<file path="src/rtl/hazard_stall_unit_if.sv">
`default_nettype none
// +----------------------------------------------------------------------+
// | hazard_stall_unit_if : ID/EX/MEM hazard inputs and stall controls     |
// | Rev 1.0                                                               |
// +----------------------------------------------------------------------+
interface hazard_stall_unit_if #(
    parameter int CNT_W = 16
);
    logic [4:0]       id_reg1_idx;
    logic [4:0]       id_reg2_idx;
    logic             id_reg1_rd_en;
    logic             id_reg2_rd_en;
    logic [4:0]       ex_reg_wr_idx;
    logic             ex_reg_wr_en;
    logic             ex_mem_rd_en;
    logic             ex_branch_taken;
    logic             dmem_wait;
    logic             pc_stall;
    logic             if_id_stall;
    logic             id_ex_stall;
    logic             ex_mem_stall;
    logic             id_ex_bubble;
    logic             mem_wb_bubble;
    logic             if_id_flush;
    logic             err_timeout;
    logic [CNT_W-1:0] stall_count;
    logic [CNT_W-1:0] flush_count;

    modport master (
        output id_reg1_idx, id_reg2_idx, id_reg1_rd_en, id_reg2_rd_en,
               ex_reg_wr_idx, ex_reg_wr_en, ex_mem_rd_en, ex_branch_taken, dmem_wait,
        input  pc_stall, if_id_stall, id_ex_stall, ex_mem_stall, id_ex_bubble,
               mem_wb_bubble, if_id_flush, err_timeout, stall_count, flush_count
    );

    modport slave (
        input  id_reg1_idx, id_reg2_idx, id_reg1_rd_en, id_reg2_rd_en,
               ex_reg_wr_idx, ex_reg_wr_en, ex_mem_rd_en, ex_branch_taken, dmem_wait,
        output pc_stall, if_id_stall, id_ex_stall, ex_mem_stall, id_ex_bubble,
               mem_wb_bubble, if_id_flush, err_timeout, stall_count, flush_count
    );
endinterface
`default_nettype wire

</file>
<file path="src/rtl/hazard_stall_unit.sv">
`default_nettype none
// +----------------------------------------------------------------------+
// | hazard_stall_unit : load-use / dmem-wait / branch stall+flush control |
// | Rev 1.0                                                               |
// +----------------------------------------------------------------------+
module hazard_stall_unit #(
    parameter int CNT_W   = 16,
    parameter int TIMEOUT = 255
) (
    input  wire logic          clk,
    input  wire logic          rst_n,
    hazard_stall_unit_if.slave hs
);
    typedef enum logic [1:0] {
        RUN      = 2'd0,
        MEM_WAIT = 2'd1,
        LU_STALL = 2'd2,
        FLUSH    = 2'd3
    } state_t;

    localparam logic [CNT_W-1:0] c_TIMEOUT    = CNT_W'(TIMEOUT);
    localparam logic [CNT_W-1:0] c_TIMEOUT_M1 = CNT_W'(TIMEOUT - 1);

    state_t           state_q, state_d;
    logic [CNT_W-1:0] wd_q, wd_d;
    logic             err_q, err_d;
    logic [CNT_W-1:0] stall_cnt_q, stall_cnt_d;
    logic [CNT_W-1:0] flush_cnt_q, flush_cnt_d;
    logic             w_lu;
    logic             w_pc_stall;
    logic             w_flush;

    assign w_lu = hs.ex_mem_rd_en & hs.ex_reg_wr_en & (hs.ex_reg_wr_idx != 5'd0) &
                  ((hs.id_reg1_rd_en & (hs.id_reg1_idx == hs.ex_reg_wr_idx)) |
                   (hs.id_reg2_rd_en & (hs.id_reg2_idx == hs.ex_reg_wr_idx)));

    // Controls are purely combinational so the action lands in the same cycle;
    // gating with rst_n makes them drop the instant reset asserts.
    always_comb begin
        hs.pc_stall      = 1'b0;
        hs.if_id_stall   = 1'b0;
        hs.id_ex_stall   = 1'b0;
        hs.ex_mem_stall  = 1'b0;
        hs.id_ex_bubble  = 1'b0;
        hs.mem_wb_bubble = 1'b0;
        hs.if_id_flush   = 1'b0;
        if (rst_n) begin
            if (hs.dmem_wait) begin
                hs.pc_stall      = 1'b1;
                hs.if_id_stall   = 1'b1;
                hs.id_ex_stall   = 1'b1;
                hs.ex_mem_stall  = 1'b1;
                hs.mem_wb_bubble = 1'b1;
            end else if (hs.ex_branch_taken) begin
                hs.if_id_flush   = 1'b1;
                hs.id_ex_bubble  = 1'b1;
            end else if (w_lu) begin
                hs.pc_stall      = 1'b1;
                hs.if_id_stall   = 1'b1;
                hs.id_ex_bubble  = 1'b1;
            end
        end
    end

    assign w_pc_stall = hs.pc_stall;
    assign w_flush    = hs.if_id_flush;

    always_comb begin
        state_d = state_q;
        case (state_q)
            RUN: begin
                if (hs.dmem_wait)            state_d = MEM_WAIT;
                else if (hs.ex_branch_taken) state_d = FLUSH;
                else if (w_lu)               state_d = LU_STALL;
                else                         state_d = RUN;
            end
            MEM_WAIT: state_d = hs.dmem_wait ? MEM_WAIT : RUN;
            LU_STALL: state_d = RUN;
            FLUSH:    state_d = RUN;
            default:  state_d = RUN;
        endcase
    end

    // Watchdog parks at TIMEOUT so a very long wait cannot wrap back to zero.
    always_comb begin
        wd_d        = wd_q;
        err_d       = err_q;
        stall_cnt_d = stall_cnt_q;
        flush_cnt_d = flush_cnt_q;
        if (!hs.dmem_wait) begin
            wd_d = '0;
        end else if (wd_q != c_TIMEOUT) begin
            wd_d = wd_q + 1'b1;
        end
        if (hs.dmem_wait && (wd_q == c_TIMEOUT_M1)) begin
            err_d = 1'b1;
        end
        if (w_pc_stall && (stall_cnt_q != {CNT_W{1'b1}})) begin
            stall_cnt_d = stall_cnt_q + 1'b1;
        end
        if (w_flush && (flush_cnt_q != {CNT_W{1'b1}})) begin
            flush_cnt_d = flush_cnt_q + 1'b1;
        end
    end

    always_ff @(posedge clk or negedge rst_n) begin
        if (!rst_n) begin
            state_q     <= RUN;
            wd_q        <= '0;
            err_q       <= 1'b0;
            stall_cnt_q <= '0;
            flush_cnt_q <= '0;
        end else begin
            state_q     <= state_d;
            wd_q        <= wd_d;
            err_q       <= err_d;
            stall_cnt_q <= stall_cnt_d;
            flush_cnt_q <= flush_cnt_d;
        end
    end

    assign hs.err_timeout = err_q;
    assign hs.stall_count = stall_cnt_q;
    assign hs.flush_count = flush_cnt_q;

endmodule
`default_nettype wire

</file>
<file path="src/flat_wrapper.sv">
// flat-port wrapper written by rule: the top's interface ports become plain ports
module hazard_stall_unit_flat 
#(
    parameter int CNT_W   = 16,
    parameter int TIMEOUT = 255
)
  (clk, rst_n, hs_id_reg1_idx, hs_id_reg2_idx, hs_id_reg1_rd_en, hs_id_reg2_rd_en, hs_ex_reg_wr_idx, hs_ex_reg_wr_en, hs_ex_mem_rd_en, hs_ex_branch_taken, hs_dmem_wait, hs_pc_stall, hs_if_id_stall, hs_id_ex_stall, hs_ex_mem_stall, hs_id_ex_bubble, hs_mem_wb_bubble, hs_if_id_flush, hs_err_timeout, hs_stall_count, hs_flush_count);
  hazard_stall_unit_if #(.CNT_W(CNT_W)) hs_i ();
  input  wire logic clk;
  input  wire logic rst_n;
  input wire logic [$bits(hs_i.id_reg1_idx)-1:0] hs_id_reg1_idx;
  input wire logic [$bits(hs_i.id_reg2_idx)-1:0] hs_id_reg2_idx;
  input wire logic [$bits(hs_i.id_reg1_rd_en)-1:0] hs_id_reg1_rd_en;
  input wire logic [$bits(hs_i.id_reg2_rd_en)-1:0] hs_id_reg2_rd_en;
  input wire logic [$bits(hs_i.ex_reg_wr_idx)-1:0] hs_ex_reg_wr_idx;
  input wire logic [$bits(hs_i.ex_reg_wr_en)-1:0] hs_ex_reg_wr_en;
  input wire logic [$bits(hs_i.ex_mem_rd_en)-1:0] hs_ex_mem_rd_en;
  input wire logic [$bits(hs_i.ex_branch_taken)-1:0] hs_ex_branch_taken;
  input wire logic [$bits(hs_i.dmem_wait)-1:0] hs_dmem_wait;
  output wire logic [$bits(hs_i.pc_stall)-1:0] hs_pc_stall;
  output wire logic [$bits(hs_i.if_id_stall)-1:0] hs_if_id_stall;
  output wire logic [$bits(hs_i.id_ex_stall)-1:0] hs_id_ex_stall;
  output wire logic [$bits(hs_i.ex_mem_stall)-1:0] hs_ex_mem_stall;
  output wire logic [$bits(hs_i.id_ex_bubble)-1:0] hs_id_ex_bubble;
  output wire logic [$bits(hs_i.mem_wb_bubble)-1:0] hs_mem_wb_bubble;
  output wire logic [$bits(hs_i.if_id_flush)-1:0] hs_if_id_flush;
  output wire logic [$bits(hs_i.err_timeout)-1:0] hs_err_timeout;
  output wire logic [$bits(hs_i.stall_count)-1:0] hs_stall_count;
  output wire logic [$bits(hs_i.flush_count)-1:0] hs_flush_count;
  assign hs_i.id_reg1_idx = hs_id_reg1_idx;
  assign hs_i.id_reg2_idx = hs_id_reg2_idx;
  assign hs_i.id_reg1_rd_en = hs_id_reg1_rd_en;
  assign hs_i.id_reg2_rd_en = hs_id_reg2_rd_en;
  assign hs_i.ex_reg_wr_idx = hs_ex_reg_wr_idx;
  assign hs_i.ex_reg_wr_en = hs_ex_reg_wr_en;
  assign hs_i.ex_mem_rd_en = hs_ex_mem_rd_en;
  assign hs_i.ex_branch_taken = hs_ex_branch_taken;
  assign hs_i.dmem_wait = hs_dmem_wait;
  assign hs_pc_stall = hs_i.pc_stall;
  assign hs_if_id_stall = hs_i.if_id_stall;
  assign hs_id_ex_stall = hs_i.id_ex_stall;
  assign hs_ex_mem_stall = hs_i.ex_mem_stall;
  assign hs_id_ex_bubble = hs_i.id_ex_bubble;
  assign hs_mem_wb_bubble = hs_i.mem_wb_bubble;
  assign hs_if_id_flush = hs_i.if_id_flush;
  assign hs_err_timeout = hs_i.err_timeout;
  assign hs_stall_count = hs_i.stall_count;
  assign hs_flush_count = hs_i.flush_count;
  hazard_stall_unit #(.CNT_W(CNT_W), .TIMEOUT(TIMEOUT)) u_core (.clk(clk), .rst_n(rst_n), .hs(hs_i));
endmodule
</file>
<file path="config.mk">
export PLATFORM = sky130hd
export DESIGN_NAME = hazard_stall_unit_flat
export DESIGN_NICKNAME = d
export VERILOG_FILES = /design/src/rtl/hazard_stall_unit_if.sv /design/src/rtl/hazard_stall_unit.sv /design/src/flat_wrapper.sv
export SDC_FILE = /design/constraint.sdc
export NUM_CORES = 1
export LEC_CHECK = 0
export ABC_AREA = 0
export BUFFER_PORTS_ARGS = -buffer_cell sky130_fd_sc_hd__buf_2
export CAP_MARGIN = 20
export CORE_UTILIZATION = 40
export CTS_CLUSTER_DIAMETER = 150
export CTS_CLUSTER_SIZE = 10
export DETAILED_ROUTE_END_ITERATION = 16
export PLACE_DENSITY = 0.66
export SLEW_MARGIN = 25
export SYNTH_ARGS = -nofsm -noshare
export SYNTH_HDL_FRONTEND = slang
export SYNTH_SLANG_ARGS = --single-unit
</file>
<file path="constraint.sdc">
create_clock -name clk -period 2.3 [get_ports clk]
set_input_delay 0.23 -clock clk [delete_from_list [all_inputs] [get_ports clk]]
set_output_delay 0.23 -clock clk [all_outputs]
set_load 0.05 [all_outputs]
</file>
==> results of run 1 <==
==> power breakdown <==
part	leakage (nW)	total, mW	internal (mW)	switching (mW)
combinational	0.777	0.699	0.188	0.510
sequential	0.659	1.08	0.955	0.124
clock	0.0540	0.594	0.316	0.277
==> through the flow <==
step | setup slack, ns | utilization
6_report | 0.178 | 0.505
5_1_grt | 0.0110 | 0.505
4_1_cts | 0.137 | 0.505
3_5_place_dp | 0.223 | 0.486
3_3_place_gp | 0.270 | 0.486
2_1_floorplan | 0.0106 | -
==> worst paths after layout <==
kind / start / to / slack (ns) / cells past startpoint
max in group asynchronous: rst_n / u_core.hs.stall_count[3] / 1.16 / 3
hold reg to reg: u_core.hs.err_timeout / u_core.hs.err_timeout / 0.47 / 1
hold / removal: rst_n / u_core.hs.stall_count[11] / 0.33 / 2
min in group clk: hs_dmem_wait / u_core.wd_q[0] / 0.40 / 3
setup reg to reg: u_core.hs.stall_count[4] / u_core.hs.stall_count[15] / 0.20 / 8
setup / recovery: rst_n / u_core.hs.stall_count[15] / 0.18 / 9
==> registers in the layout (all words and copies together) (netlist names) <==
name                   count
u_core.hs.err_timeout      1
u_core.wd_q               16
u_core.hs.stall_count     16
u_core.hs.flush_count     16
==> layer usage <==
layer | share of wire | up-vias | GRT usage
met5 | 0 | - | 0
met2 | 0.46 | 36 | 0.257
met3 | 0.039 | 5 | 0.0378
li1 | - | 961 | -
met4 | 0.015 | 0 | 0.0614
met1 | 0.48 | 917 | 0.235
==> cells in the mapped netlist, drive strengths merged <==
library cell / count / area share
a21oi: 2 / 0.0039
and3: 6 / 0.015
a31o: 2 / 0.0069
clkbuf: 2 / 0.0030
a311oi: 1 / 0.0059
or3b: 1 / 0.0034
nor3: 9 / 0.020
ha: 4 / 0.020
or2: 2 / 0.0049
o21a: 1 / 0.0030
a31oi: 1 / 0.0025
nand3b: 1 / 0.0030
nand3: 19 / 0.039
nand4: 12 / 0.030
dfrtp: 49 / 0.48
nor4: 4 / 0.0098
xor2: 15 / 0.052
inv: 6 / 0.0089
buf: 6 / 0.017
nor2b: 3 / 0.010
o22ai: 1 / 0.0025
o31ai: 1 / 0.0084
and2: 14 / 0.034
nand2: 23 / 0.034
mux2i: 1 / 0.0039
and4: 1 / 0.0034
xnor2: 37 / 0.13
nor2: 13 / 0.022
mux2: 2 / 0.0089
o21ai: 4 / 0.0079
or4: 2 / 0.0074
==> cells by family (layout without fill, tap and decap cells) <==
kind of cell             Yosys count  after routing
adder cells (fa/ha/maj)            4              4
AND/OR/NAND/NOR                  110            110
buffers and inverters             14             80
AO/OA/AOI/OAI                     13             13
multiplexers                       3              3
XOR/XNOR                          52             52
flip-flops                        49             49
==> layout make-up <==
| cell class | instances | area, sq um |
|---|---|---|
| multi-input cells | 182 | 1250 |
| repair buffers | 67 | 350 |
| flip-flops and latches | 49 | 1230 |
| fillers | 597 | 2980 |
| inverters | 6 | 22.5 |
| well taps | 75 | 93.8 |
| clock buffers | 5 | 68.8 |
| clock inverters | 2 | 35.0 |
==> worst register-to-register path: stages, from the launching register on <==
cell and delay [ns]:
dfrtp_1 0.40, and3_1 0.21, nand3_1 0.14, nor2_1 0.17
nand3_2 0.18, o31ai_4 0.37, buf_4 0.25, nor4_1 0.08
xor2_1 0.16
==> repair_timing <==
action                     CTS  global route
gates resized for setup      0             1
setup endpoints to repair    0             3
hold buffers                 1             0
hold endpoints to repair     6             0
==> qor.yml, run 1 <==
status:
  outcome: "complete, no violations"
clock_network:
  path_clk_slew_ns: 0.08
  cts_root_buf: "clkbuf_8"
  clockBufferDepth: 2
  post_cts_buffers: 0
  cts_tree: "done"
  cts_max_level: 2
  cts_buffers: 5
  clock_latency_ns: 0.30
  cts.sinks: 49
sta:
  finClkSkew_ns: 0.00685
  drv_slew: 0
  fin_crit_ns: 2.12
  rsz0062_at_grt: "false"
  setup_tns_ns: 0
  holdWs_ns: 0.328
  worst_pin_slew_ns: 0.537
  finalSetupViolCount: 0
  fmax_ghz: 0.471
  slew_headroom: 0.642
  final_hold_viol_count: 0
  post-route-period-util: 0.923
cells_and_area:
  finalNetCount: 338
  n_antenna_cell: 0
  instances_no_fill: 386
  finish.instance_area_sq_mm: 0.00305
  syn_to_final_growth_pct: 19.8
  layout_commonest_cell: "buf_2"
  drive_gt1_frac: 0.273
  final_cell_mix: "buf_2, dfrtp_1, xnor2_1"
grt:
  grt_usage: 0.169
  grt.overflow.total: 0
  grt_antenna_before_repair: 0
  grt_pass1_vias: 1868
  grt_pass1_wl_microns: 8540
  grt_max_degree: 44
drt:
  via_per_inst: 4.97
  drt-total-wl_microns: 4910
  wire_per_inst_microns: 12.7
  ant_nets: 0
  vias: 1919
  drtPass1Iterations: 4
  drt_drc_violations_left: 0
  drt_iter0_drc: 82
floorplanning:
  io_pins: 63
  die_area_sq_mm: 0.00668
  start_util: 0.422
  chipWidth_microns: 81.7
  core_sq_mm: 0.00603
  die_y_microns: 81.7
  rows: 28
power_and_ir_drop:
  p_total_mw: 2.37
  total_leakage_power_nw: 1.49
  p_per_area_mw_per_mm2: 779
  irDropWorstVdd_mv: 0.702
placement:
  placed_area_sq_mm: 0.00293
  placed_cells: 378
  portBuffers: 62
  gp_congestion: 0.788
  place_hpwl_microns: 3640
hold_path:
  hp-class: "in2async"
worst_setup_path:
  critPathLaunchType: "input pin"
  cp_slowest_cell: "dlygate4sd3_1"
  path_cells: "dlygate4sd3_1 > buf_2 > nand3_1 > a21oi_1 > a31o_2 > o31ai_4 > buf_4 > nor4_1 > xor2_1"
  endpoint_kind: "flip-flop"
  slowest_delay_ns: 0.53
  critical_path_class: "in2reg"
  crit_arrival_ns: 2.34
  critical_path_buf_inv_count: 3
  critPathTopFamily: "buffers and inverters"
  cp_max_fo: 11
  required_ns: 2.52
run:
  cap_violations: 0
yosys:
  synth_top_family_by_area: "simple AND/OR/NAND/NOR gates"
  synth_mux_area_frac: 0.0128
  synthDistinctLibCells: 41
  synthAdderAreaFrac: 0.0197
  synth_compound_area_frac: 0.0409
  synthSimpleGateAreaFrac: 0.236
  syn_avg_cell_area_sq_um: 10.4
  syn_area_sq_mm: 0.00254
  synthXorXnorAreaFrac: 0.179
  syn_nets: 272
  synth_warnings: 0
  synth_cells: 245
  ys_seq_area_frac: 0.483
  synth-seq-cells: 49
No activity file was read; power rests on OpenSTA's default activity.
==> run 2: changes to the inputs <==
--- a/config.mk
+++ b/config.mk
@@ -5,14 +5,14 @@
 export SDC_FILE = /design/constraint.sdc
 export NUM_CORES = 1
 export LEC_CHECK = 0
-export ABC_AREA = 0
+export ABC_AREA = 1
 export BUFFER_PORTS_ARGS = -buffer_cell sky130_fd_sc_hd__buf_2
 export CAP_MARGIN = 20
 export CORE_UTILIZATION = 40
 export CTS_CLUSTER_DIAMETER = 150
 export CTS_CLUSTER_SIZE = 10
 export DETAILED_ROUTE_END_ITERATION = 16
-export PLACE_DENSITY = 0.66
+export PLACE_DENSITY = 0.65
 export SLEW_MARGIN = 25
 export SYNTH_ARGS = -nofsm -noshare
 export SYNTH_HDL_FRONTEND = slang
==> qor.yml, run 2 <==
status:
  outcome: "complete, no violations"
power_and_ir_drop:
  power_frac_clock: 0.228  # -0.022
  p_int_mw: 1.28  # -12%
  p_sw_mw: 0.793  # -13%
  p_seq_frac: 0.496  # +0.041
  irDropWorstVdd_mv: 0.636  # -9.4%
  total_leakage_power_nw: 1.82  # +22%
  p_total_mw: 2.08  # -12%
  p_per_area_mw_per_mm2: 619  # -20%
  p_sw_frac: 0.382  # -0.00219
  pwr-share-comb: 0.275  # -0.020
grt:
  grt_max_degree: 28  # -36%
  grt_pass1_wl_microns: 10800  # +26%
  grt_antenna_before_repair: 0  # unchanged
  grt_usage: 0.181  # +0.0126
  grt_pass1_vias: 2430  # +30%
  grt.overflow.total: 0  # unchanged
clock_network:
  path_clk_slew_ns: 0.09  # about the same
  cts.sinks: 49  # unchanged
  clockBufferDepth: 2  # unchanged
  post_cts_buffers: 0  # unchanged
  cts_tree: "done"
  clock_latency_ns: 0.30  # about the same
  cts_root_buf: "clkbuf_8"
  post_cts_resized: 0  # unchanged
  holdBufCountCts: 1  # unchanged
  cts_buffers: 5  # unchanged
  cts_max_level: 2  # unchanged
drt:
  drt_iter0_drc: 110  # +34%
  drtPass1Iterations: 5  # +1
  drt_drc_violations_left: 0  # unchanged
  via_per_inst: 4.72  # -5.1%
  drt-total-wl_microns: 6180  # +26%
  wire_per_inst_microns: 11.2  # -12%
  ant_nets: 0  # unchanged
  vias: 2599  # +35%
floorplanning:
  die_area_sq_mm: 0.00753  # +13%
  die_y_microns: 86.8  # +6.2%
  rows: 30  # +7.1%
  core_sq_mm: 0.00687  # +14%
  start_util: 0.419  # -0.00314
  io_pins: 63  # unchanged
  chipWidth_microns: 86.8  # +6.2%
yosys:
  synth_top_family_by_area: "simple AND/OR/NAND/NOR gates"
  syn_area_sq_mm: 0.00288  # +13%
  yosys.area.top_type_share: 0.426  # -0.0561
  synth_edf_count: 0  # unchanged
  synth_top_cell_by_area: "dfrtp_1"
  synthTopCellsByCount: "nand2_1, dfrtp_1, nor2_1, inv_1, nand3_1"
  syn_nets: 419  # +54%
  synth_cells: 392  # +60%
  syn_avg_cell_area_sq_um: 7.33  # -29%
  synthAdderAreaFrac: 0.0174  # -0.00229
  synth_ff_type: "dfrtp_1"
  synthXorXnorAreaFrac: 0.0944  # -0.0848
  async_flop_share: 1.00  # unchanged
  synthSimpleGateAreaFrac: 0.346  # +0.110
  synth_mux_area_frac: 0  # -0.0128
  synth-seq-cells: 49  # unchanged
  synth_warnings: 0  # unchanged
  synth_compound_area_frac: 0.0387  # -0.00214
  ys_seq_area_frac: 0.426  # -0.0561
  synth_area_leaders: "dfrtp_1, nand2_1, nand3_1"
  synthDistinctLibCells: 25  # -39%
  yosysMostFrequentCell: "nand2_1"
worst_setup_path:
  crit_arrival_ns: 1.89  # -0.45 ns
  path_cells: "dlygate4sd3_1 > buf_2 > inv_1 > nor2_1 > nand3_1 > nand2_2 > buf_2"
  cp_max_fo: 20  # +9
  endpoint_kind: "primary output"
  cp_common_cell: "buf_2"
  required_ns: 2.07  # -0.45 ns
  r2r_slack_ns: 0.47  # +0.27 ns
  critical_path_buf_inv_count: 4  # +1
  slowest_delay_ns: 0.52  # about the same
  cp_slowest_cell: "dlygate4sd3_1"
  critPathLaunchType: "input pin"
  critPathTopFamily: "buffers and inverters"
  critical_path_class: "in2out"
sta:
  rsz0062_at_grt: "false"
  finClkSkew_ns: 0.00775  # +0.000900 ns
  final_hold_viol_count: 0  # unchanged
  worst_pin_slew_ns: 0.425  # -0.113 ns
  slew_headroom: 0.715  # +0.0730
  post-route-period-util: 0.921  # -0.00177
  setup_tns_ns: 0  # unchanged
  finalSetupViolCount: 0  # unchanged
  fin_crit_ns: 2.12  # -0.00406 ns
  drv_slew: 0  # unchanged
  fmax_ghz: 0.472  # +0.19%
placement:
  portBuffers: 62  # unchanged
  place_hpwl_microns: 4750  # +30%
  placed_cells: 544  # +44%
  gp_congestion: 0.858  # +8.9%
cells_and_area:
  syn_to_final_growth_pct: 16.6
  fillers: 696  # +17%
  instances_no_fill: 551  # +43%
  final_cell_mix: "nand2_1, buf_2, nor2_1, dfrtp_1, inv_1"
  drive_gt1_frac: 0.169  # -0.104
  n_antenna_cell: 0  # unchanged
  layout_commonest_cell: "nand2_1"
  finalNetCount: 483  # +43%
hold_path:
  hp-class: "in2reg"
run:
  cap_violations: 0  # unchanged
## run 2: changes by cell type in the layout (fill, tap and decap cells not counted), sizes merged, moves of 5 or more
cell	before	now
inv	6	45
nor2	13	52
xor2	15	20
a21oi	2	8
xnor2	37	11
nand4	12	4
nor3	9	15
o21ai	4	11
nand2	23	119
nand3	19	41
and2	14	0
and3	6	1
## run 2: worst reg2reg max path: cells and delay by family (launching register included)
kind / cells / cell delay [ns]
xor+xnor: 1 / 0.15
simple gates: 5 / 0.83
flops: 1 / 0.41
fa+ha+maj: 1 / 0.19
buf+inv: 1 / 0.18
## run 2: cell type report
class                      count  area (sq um)  area share
inverter                      45           169      0.0504
sequential                    49          1230       0.366
multi-input combinational    290          1430       0.426
clock buffer                   5          68.8      0.0205
clock inverter                 1          5.00     0.00149
timing repair buffer          65           335       0.100
tap                           96           120      0.0358
## run 2: final timing paths
check,from,endpoint,cells after the start
worst max-delay path,rst_n,hs_pc_stall,7
worst min-delay path,hs_dmem_wait,u_core.wd_q[13],3
worst max register to register,u_core.hs.flush_count[0],u_core.hs.flush_count[8],8
worst min register to register,u_core.hs.err_timeout,u_core.hs.err_timeout,1
max in group asynchronous,rst_n,u_core.hs.stall_count[8],3
min in group asynchronous,rst_n,u_core.wd_q[11],2
## run 2: metal layers
| metal | vias to the layer above | part of all wire | track usage |
|---|---|---|---|
| li1 | 1360 | - | - |
| met1 | 1179 | 0.48 | 0.238 |
| met2 | 48 | 0.45 | 0.290 |
| met3 | 12 | 0.046 | 0.0457 |
| met4 | 0 | 0.020 | 0.0621 |
| met5 | - | 0 | 0 |
## run 2: power groups by stage
stage	Combinational [mW]	Sequential [mW]	Clock, mW
final	0.572	1.03	0.474
after global routing	0.623	1.05	0.520
after CTS	0.579	1.03	0.496
after detailed placement	0.576	1.05	0
after global placement	0.570	1.04	0
after floorplan	0.192	1.27	0
## run 2: per-stage QoR
| stage | util | instance area, sq um | hold slack [ns] | worst slack, ns |
|---|---|---|---|---|
| 2_1_floorplan | - | 2880 | -0.0656 | 0.378 |
| 3_3_place_gp | 0.476 | 3270 | 0.0858 | 0.458 |
| 3_5_place_dp | 0.476 | 3270 | 0.0842 | 0.463 |
| 4_1_cts | 0.488 | 3350 | 0.258 | 0.152 |
| 5_1_grt | 0.488 | 3350 | 0.291 | 0.00225 |
| 6_report | 0.488 | 3350 | 0.261 | 0.182 |
## run 2: logic make-up after synthesis
kind of cell / count (synthesis)
flip-flops: 49
XOR/XNOR: 31
AND/OR/NAND/NOR: 234
adder cells (fa/ha/maj): 4
buffers and inverters: 53
AO/OA/AOI/OAI: 21
==> run 3: changes to the inputs <==
--- a/config.mk
+++ b/config.mk
@@ -8,11 +8,11 @@
 export ABC_AREA = 1
 export BUFFER_PORTS_ARGS = -buffer_cell sky130_fd_sc_hd__buf_2
 export CAP_MARGIN = 20
-export CORE_UTILIZATION = 40
+export CORE_UTILIZATION = 54
 export CTS_CLUSTER_DIAMETER = 150
 export CTS_CLUSTER_SIZE = 10
 export DETAILED_ROUTE_END_ITERATION = 16
-export PLACE_DENSITY = 0.65
+export PLACE_DENSITY = 0.82
 export SLEW_MARGIN = 25
 export SYNTH_ARGS = -nofsm -noshare
 export SYNTH_HDL_FRONTEND = slang
==> qor.yml, run 3 (synthesis gave the netlist of run 2 again) <==
placement:
  portBuffers: 62  # unchanged
  placed_cells: 518  # -4.8%
  gp_congestion: 0.900  # +4.8%
  place_hpwl_microns: 4620  # -2.7%
power_and_ir_drop:
  irDropWorstVdd_mv: 0.656  # +3.0%
  total_leakage_power_nw: 1.82  # +0.25%
  p_per_area_mw_per_mm2: 635  # +2.5%
worst_setup_path:
  crit_arrival_ns: 1.82  # -0.07 ns
  critPathLaunchType: "input pin"
  required_ns: 2.07  # about the same
  cp_slowest_cell: "dlygate4sd3_1"
  r2r_end: "u_core.hs.flush_count[8]"
  r2r-start: "u_core.hs.flush_count[0]"
  r2r_slack_ns: 0.42  # -0.05 ns
  ff2ff_path_depth: 8  # unchanged
  path_cells: "dlygate4sd3_1 > buf_2 > inv_1 > nor2_1 > nand3_1 > nand2_2 > buf_2"
  slowest_delay_ns: 0.51  # about the same
  cp_max_fo: 20  # unchanged
  endpoint_kind: "primary output"
  critical_path_class: "in2out"
  cp_common_cell: "buf_2"
drt:
  drt_drc_violations_left: 0  # unchanged
  drt-total-wl_microns: 6220  # +0.57%
  drtPass1Iterations: 4  # -1
  wire_per_inst_microns: 11.8  # +5.3%
  ant_nets: 0  # unchanged
  vias: 2653  # +2.1%
  drt_iter0_drc: 125  # +14%
  via_per_inst: 5.04  # +6.9%
cells_and_area:
  multiInputGateArea_sq_mm: 0.00143  # unchanged
  fillers: 464  # -33%
  final_cell_mix: "nand2_1, buf_2, nor2_1, dfrtp_1, inv_1"
  n_antenna_cell: 0  # unchanged
  finalNetCount: 483  # unchanged
  regArea_sq_mm: 0.00123  # unchanged
  layout_commonest_cell: "nand2_1"
  final_util: 0.652  # +0.164
  instances_no_fill: 526  # -4.5%
  drive_gt1_frac: 0.169  # -0.000371
  syn_to_final_growth_pct: 15.9
grt:
  use_met2: 0.430  # +0.141
  grt_antenna_before_repair: 0  # unchanged
  grt_usage: 0.246  # +0.0653
  grt_pass1_wl_microns: 10600  # -1.9%
  globalRouteMet1Util: 0.309  # +0.0703
  top_usage_layer: "met2"
  grt_max_degree: 29  # +3.6%
  met3_usage: 0.0482  # +0.00248
  grt_pass1_vias: 2477  # +1.9%
  grt.overflow.total: 0  # unchanged
sta:
  fmax_ghz: 0.488  # +3.3%
  finClkSkew_ns: 0.00784  # +0.0000863 ns
  fin_crit_ns: 2.05  # -0.0676 ns
  finalSetupViolCount: 0  # unchanged
  drv_slew: 0  # unchanged
  rsz0062_at_grt: "false"
  post-route-period-util: 0.891  # -0.0294
  setup_tns_ns: 0  # unchanged
  final_hold_viol_count: 0  # unchanged
  slew_headroom: 0.722  # +0.00745
  worst_pin_slew_ns: 0.414  # -0.0111 ns
floorplanning:
  die_area_sq_mm: 0.00562  # -25%
  start_util: 0.563  # +0.144
  io_pins: 63  # unchanged
  die_y_microns: 75.0  # -14%
  core_sq_mm: 0.00511  # -26%
  rows: 26  # -13%
  chipWidth_microns: 75.0  # -14%
clock_network:
  cts_buffers: 5  # unchanged
  cts.sinks: 49  # unchanged
  cts_max_level: 2  # unchanged
  clockBufferDepth: 2  # unchanged
  clock_latency_ns: 0.30  # about the same
  cts_root_buf: "clkbuf_8"
  cts_tree: "done"
  path_clk_slew_ns: 0.09  # about the same
  post_cts_buffers: 0  # unchanged
hold_path:
  hp-class: "in2reg"
  min_delay_path_depth: 3  # unchanged
  min_to: "u_core.wd_q[13]"
  min_from: "hs_dmem_wait"
status:
  outcome: "complete, no violations"
run:
  cap_violations: 0  # unchanged
==> run 3: cell type report <==
class	instances	share of cell area
flip-flops and latches	49	0.368
repair buffers	65	0.101
clock buffers	7	0.0259
multi-input cells	290	0.428
inverters	45	0.0507
well taps	70	0.0263
==> run 3: timing repair <==
item / in CTS / in global routing
setup endpoints to repair: 0 / 0
hold buffers: 1 / 0
resized for setup: 0 / 0
endpoints found under the hold margin: 21 / 0
==> run 3: how the worst max path moves through the flow <==
stage | start | end | slack [ns] | depth (start not counted)
floorplan | u_core.hs.stall_count[0] | u_core.hs.stall_count[9] | 0.38 | 9
global placement | u_core.hs.stall_count[0] | u_core.hs.stall_count[13] | 0.50 | 9
detailed placement | u_core.hs.stall_count[0] | u_core.hs.stall_count[8] | 0.49 | 9
CTS | rst_n | hs_if_id_stall | 0.24 | 7
global route | rst_n | hs_pc_stall | 0.10 | 7
finish | rst_n | hs_if_id_stall | 0.25 | 7
==> run 3: per-stage QoR <==
stage | hold slack (ns) | total power, mW | setup WS [ns] | cell area (sq um)
after floorplan | -0.0656 | 1.46 | 0.378 | 2880
after global placement | 0.318 | 1.61 | 0.500 | 3240
after detailed placement | 0.319 | 1.62 | 0.485 | 3240
after CTS | 0.243 | 2.13 | 0.241 | 3330
after global routing | 0.256 | 2.22 | 0.102 | 3330
final | 0.253 | 2.12 | 0.250 | 3330
==> run 3: power breakdown <==
group          switching (mW)  total, mW  internal, mW
registers              0.0997       1.03         0.931
clock network           0.277      0.516         0.239
logic                   0.418      0.569         0.151
total                   0.794       2.12          1.32
==> run 3: layer usage <==
layer,part of all wire,vias up
li1,-,1359
met1,0.46,1237
met2,0.50,46
met3,0.029,11
met4,0.014,0
met5,0,-
==> run 3: critical path: cells and delay by family <==
| kind | cells | cell delay, ns |
|---|---|---|
| buffers and inverters | 4 | 1.07 |
| AND/OR/NAND/NOR | 3 | 0.51 |
